===== config.mk =====
export PLATFORM = sky130hd
export DESIGN_NAME = timer_master
export DESIGN_NICKNAME = d
export VERILOG_FILES = /design/src/rtl/timer_master.sv
export SDC_FILE = /design/constraint.sdc
export NUM_CORES = 1
export LEC_CHECK = 0
export CAP_MARGIN = 20
export CORE_ASPECT_RATIO = 0.8
export CORE_MARGIN = 4
export CORE_UTILIZATION = 55
export CTS_CLUSTER_DIAMETER = 200
export DETAILED_ROUTE_END_ITERATION = 16
export DONT_BUFFER_PORTS = 1
export PLACE_DENSITY = 0.67
export SETUP_SLACK_MARGIN = 0.5
export SLEW_MARGIN = 40
export SYNTH_ARGS = -nofsm -noshare
export SYNTH_HDL_FRONTEND = slang
export SYNTH_SLANG_ARGS = --single-unit

===== constraint.sdc =====
create_clock -name clk -period 2.46 [get_ports clk]
set_clock_uncertainty 0.15 [all_clocks]
set_input_delay 0.492 -clock clk [delete_from_list [all_inputs] [get_ports clk]]
set_output_delay 0.492 -clock clk [all_outputs]
set_load 0.02 [all_outputs]

===== src/rtl/timer_master.sv =====
// timer_master: turns single-word controller commands into byte-wide timer bus cycles
// and assembles the four count bytes into one 32-bit response.
module timer_master #(
    parameter int TIMER_BASE     = 0,
    parameter int MEM_ADDR_WIDTH = 8,
    parameter int DATA_WIDTH     = 8
) (
    input  logic                      clk,
    input  logic                      rst,
    input  logic                      cmd_valid,
    input  logic [2:0]                cmd,
    output logic                      cmd_ready,
    output logic                      rsp_valid,
    output logic [31:0]               rsp_data,
    output logic                      err,
    output logic                      running,
    output logic [MEM_ADDR_WIDTH-1:0] addr,
    output logic [DATA_WIDTH-1:0]     wdata,
    input  logic [DATA_WIDTH-1:0]     rdata,
    output logic                      cs_,
    output logic                      rw_
);
    localparam logic BUS_WRITE = 1'b0;
    localparam logic BUS_READ  = 1'b1;
    localparam logic [MEM_ADDR_WIDTH-1:0] A_BASE = MEM_ADDR_WIDTH'(TIMER_BASE);
    localparam logic [MEM_ADDR_WIDTH-1:0] A_CTRL = MEM_ADDR_WIDTH'(TIMER_BASE + 4);
    localparam logic [DATA_WIDTH-1:0] C_START = DATA_WIDTH'(2);
    localparam logic [DATA_WIDTH-1:0] C_STOP  = DATA_WIDTH'(4);

    typedef enum logic [2:0] {IDLE, WR, RD, SNAP_STOP, SNAP_START} state_t;

    state_t                    state, state_n;
    logic [1:0]                idx, idx_n;
    logic                      snap, snap_n;
    logic                      cs_n, rw_n, rsp_valid_n, err_n, running_n;
    logic [MEM_ADDR_WIDTH-1:0] addr_n;
    logic [DATA_WIDTH-1:0]     wdata_n;
    logic [31:0]               rsp_data_n;

    assign cmd_ready = (state == IDLE);

    always_ff @(posedge clk) begin
        if (rst) begin
            state     <= IDLE;
            idx       <= '0;
            snap      <= 1'b0;
            cs_       <= 1'b1;
            rw_       <= BUS_READ;
            addr      <= A_BASE;
            wdata     <= '0;
            rsp_valid <= 1'b0;
            rsp_data  <= '0;
            err       <= 1'b0;
            running   <= 1'b0;
        end else begin
            state     <= state_n;
            idx       <= idx_n;
            snap      <= snap_n;
            cs_       <= cs_n;
            rw_       <= rw_n;
            addr      <= addr_n;
            wdata     <= wdata_n;
            rsp_valid <= rsp_valid_n;
            rsp_data  <= rsp_data_n;
            err       <= err_n;
            running   <= running_n;
        end
    end

    // Next bus cycle is decided here and registered, so the pins never glitch.
    always_comb begin
        state_n     = state;
        idx_n       = idx;
        snap_n      = snap;
        cs_n        = 1'b1;
        rw_n        = BUS_READ;
        addr_n      = A_BASE;
        wdata_n     = '0;
        rsp_valid_n = 1'b0;
        rsp_data_n  = rsp_data;
        err_n       = 1'b0;
        running_n   = running;
        case (state)
            IDLE: if (cmd_valid) begin
                case (cmd)
                    3'd0, 3'd1, 3'd2: begin
                        state_n = WR;
                        cs_n    = 1'b0;
                        rw_n    = BUS_WRITE;
                        addr_n  = A_CTRL;
                        wdata_n = DATA_WIDTH'(4'd1 << cmd[1:0]);
                    end
                    3'd3, 3'd4: begin
                        snap_n  = (cmd == 3'd4) && running;
                        state_n = snap_n ? SNAP_STOP : RD;
                        idx_n   = 2'd0;
                        cs_n    = 1'b0;
                        rw_n    = snap_n ? BUS_WRITE : BUS_READ;
                        addr_n  = snap_n ? A_CTRL : A_BASE;
                        wdata_n = snap_n ? C_STOP : '0;
                    end
                    default: err_n = 1'b1;
                endcase
            end
            WR: begin
                state_n   = IDLE;
                running_n = (wdata == C_START) ? 1'b1 : (wdata == C_STOP) ? 1'b0 : running;
            end
            SNAP_STOP: begin
                state_n = RD;
                idx_n   = 2'd0;
                cs_n    = 1'b0;
                addr_n  = A_BASE;
            end
            RD: begin
                rsp_data_n[{idx, 3'b000} +: 8] = rdata[7:0];
                if (idx == 2'd3) begin
                    state_n     = snap ? SNAP_START : IDLE;
                    rsp_valid_n = !snap;
                    cs_n        = !snap;
                    rw_n        = snap ? BUS_WRITE : BUS_READ;
                    addr_n      = snap ? A_CTRL : A_BASE;
                    wdata_n     = snap ? C_START : '0;
                end else begin
                    idx_n  = idx + 2'd1;
                    cs_n   = 1'b0;
                    addr_n = A_BASE + MEM_ADDR_WIDTH'(idx_n);
                end
            end
            SNAP_START: begin
                state_n     = IDLE;
                snap_n      = 1'b0;
                rsp_valid_n = 1'b1;
            end
            default: state_n = IDLE;
        endcase
    end
endmodule


==> results.yml <==
status:
  outcome: "finished, final reports clean"
power_and_ir_drop:
  seqPwrFrac_pct: 57.2
  leakage_uw: 0.0008158
  swShare_pct: 22.10
  p_switching_uw: 328.8
  p_int_uw: 1159
  p_total_uw: 1488
  clock_power_share_pct: 36.8
  power.share.combinational_pct: 6.0
  ir_drop_uv: 338.4
  power_density_nw_per_um2: 649.0
hold_path:
  hold_path.class: "input pin to flop"
  min_from: "cmd[0]"
  whs_endpoint: "wdata[2]"
  holdPathStages: 1
die:
  dieArea_sq_um: 5017
  rows: 20
  core_sq_um: 3804
  io_pins: 68
  die_w_um: 78.20
  start_util_pct: 57.01
  die_y_um: 64.16
setup_path:
  cp_data_required_time_ns: 2.54
  critPathKind: "flop to flop"
  endpoint_kind: "flop"
  r2r_end: "rsp_data[0]"
  cp_num_buf_inv: 1
  rr_worst_depth: 5
  arrival_ns: 1.98
  crit_family: "simple AND/OR/NAND/NOR gates"
  slowest_delay_ns: 0.43
  cp_slowest_cell: "nor3b_4"
  r2r_slack_ns: 0.55
  cp_cell_sequence: "inv_1 > ha_1 > nor3b_4 > nand3_1 > a21oi_1"
  cp_max_fo: 8
  timing.rr.start: "idx[0]"
  worstSetupStartpointType: "flop"
yosys:
  ys_ff_latch: 50
  syn-cell-area_sq_um: 2168
  synth.most_common_cell: "dfxtp_1"
  ys_top_cells_by_area: "dfxtp_1 46%, a21oi_1 8.8%, nand3_1 8.1%"
  synth_top_area_share_pct: 46.16
  avgSynthCellArea_sq_um: 8.404
  ys_types: 36
  synth-main-ff-cell: "dfxtp_1"
  synth_area_leader_cell: "dfxtp_1"
  synth_edf_count: 0
  async_flop_share_pct: 0
  ys_seq_area_share_pct: 46.16
  netlist_instances: 258
  yosys_warnings: 0
  synthTopCellsByCount: "50 x dfxtp_1, 43 x nand2_1, 38 x a21oi_1"
grt:
  grt-busiest-layer: "met1"
  grt_pass1_wl_um: 7831
  grt_use_met3_pct: 6.761
  use_met1_pct: 28.32
  grt_max_degree: 43
  grtUsageMet2_pct: 27.99
  grt_pass1_vias: 1575
  antenna_found_initial: 0
  grt_use_total_pct: 19.59
  gr-total-overflow: 0
final_layout:
  finalInstanceArea_sq_um: 2292
  area_growth_pct: 5.713
  fill_cells: 369
  diodes: 0
  finalNonFillerCells: 311
  layout.nets: 275
  drive_above_1_share_pct: 7.422
sta:
  hold_violations: 0
  finalSetupTns_ns: 0
  period_minus_slack_ns: 1.909
  finalMaxSlewViolations: 0
  max_freq_ghz: 0.5237
  rsz0062_at_grt: "true"
  setup_viol: 0
  fin_crit_sh_pct: 77.62
  whs_ns: 0.1159
routing:
  finalWirelength_um: 4725
  postRouteAntennaNets: 0
  wire_per_inst_um: 15.19
  dr_total_vias: 1682
  drt_iter0_drc: 94
  via_per_inst: 5.408
  drc_errors: 0
  first_pass_iters: 4
clocking:
  hold_buffers: 0
  cts.sinks: 50
  cts_buffers: 5
  cts_tree: "yes"
  cts-root-buf: "clkbuf_8"
  path_clk_slew_ns: 0.09
  clock_latency_ns: 0.29
  clockBufferDepth: 2
  htree_levels: 2
placement:
  placed_area_sq_um: 2137
  dpl.hpwl_um: 3299
  dp.cells: 301
  routabilityCongestion: 0.7843
  numPortBuffers: 0
flow_run:
  maxCapViolations: 0
worst max-delay path by stage:
stage                       from      endpoint  slack (ns)  depth (start not counted)
after detailed placement  idx[1]   rsp_data[9]        0.61                          5
final                     idx[0]   rsp_data[0]        0.55                          5
after global placement    idx[1]  rsp_data[14]        0.66                          5
after CTS                 idx[1]  rsp_data[18]        0.59                          5
after global routing      idx[1]  rsp_data[18]        0.43                          5
after floorplan           idx[0]  rsp_data[16]        0.67                          6
per-stage QoR:
step	utilization, %	setup slack (ns)
2_1_floorplan	-	0.6671
3_3_place_gp	56.18	0.6641
3_5_place_dp	56.18	0.6121
4_1_cts	59.11	0.5853
5_1_grt	60.26	0.4343
6_report	60.26	0.5505
power groups by stage:
stage	logic (uW)	clock network, uW	registers, uW
2_1_floorplan	94.8	0	864
6_report	89.3	548	851
3_3_place_gp	80.6	0	870
5_1_grt	99.1	593	854
4_1_cts	81.8	564	851
3_5_place_dp	81.0	0	870
registers in the layout, indices dropped and copies added, names as in the netlist:
signal and count:
rsp_data 32, wdata 4, addr 3, state 3
idx 2, cs_ 1, err 1, rsp_valid 1
running 1, rw_ 1, snap 1
cell usage in the layout, fill, tap and decap left out, types with 3 or more instances in the layout:
| cell type | count |
|---|---|
| nand2b_1 | 6 |
| nor2_1 | 10 |
| nand3b_1 | 3 |
| conb_1 | 10 |
| and2_1 | 5 |
| nor3_1 | 3 |
| o21ai_0 | 3 |
| mux2i_1 | 3 |
| inv_1 | 6 |
| nor3b_4 | 4 |
| a21oi_1 | 38 |
| clkbuf_8 | 5 |
| ha_1 | 5 |
| buf_4 | 3 |
| dfxtp_1 | 49 |
| nand3_1 | 35 |
| nand2_1 | 43 |
layer usage:
metal | wire (um) | part of all wire [%]
met5 | 0 | 0
met4 | 31 | 0.66
met3 | 407 | 8.6
met2 | 1927 | 41
met1 | 2359 | 50
logic make-up after synthesis:
logic type | synth area share (%)
AND/OR/NAND/NOR | 28.74
flip-flops | 46.16
other | 0.1729
AO/OA/AOI/OAI | 12.52
multiplexers | 1.385
adder cells (fa/ha/maj) | 3.462
buffers and inverters | 7.559
what timing repair did:
item                       in CTS  in global routing
buffers inserted                0                  2
setup endpoints to repair       1                 32
resized for setup               1                  6
layout make-up:
class,count,area (sq um),share of cell area (%)
flip-flops and latches,50,1002,43.72
clock inverters,1,30.03,1.310
clock buffers,7,76.32,3.330
well taps,55,68.82,3.002
inverters,6,22.52,0.9825
multi-input cells,189,1070,46.67
repair buffers,3,22.52,0.9825
Note: power is estimated with default switching activity, not from simulation.
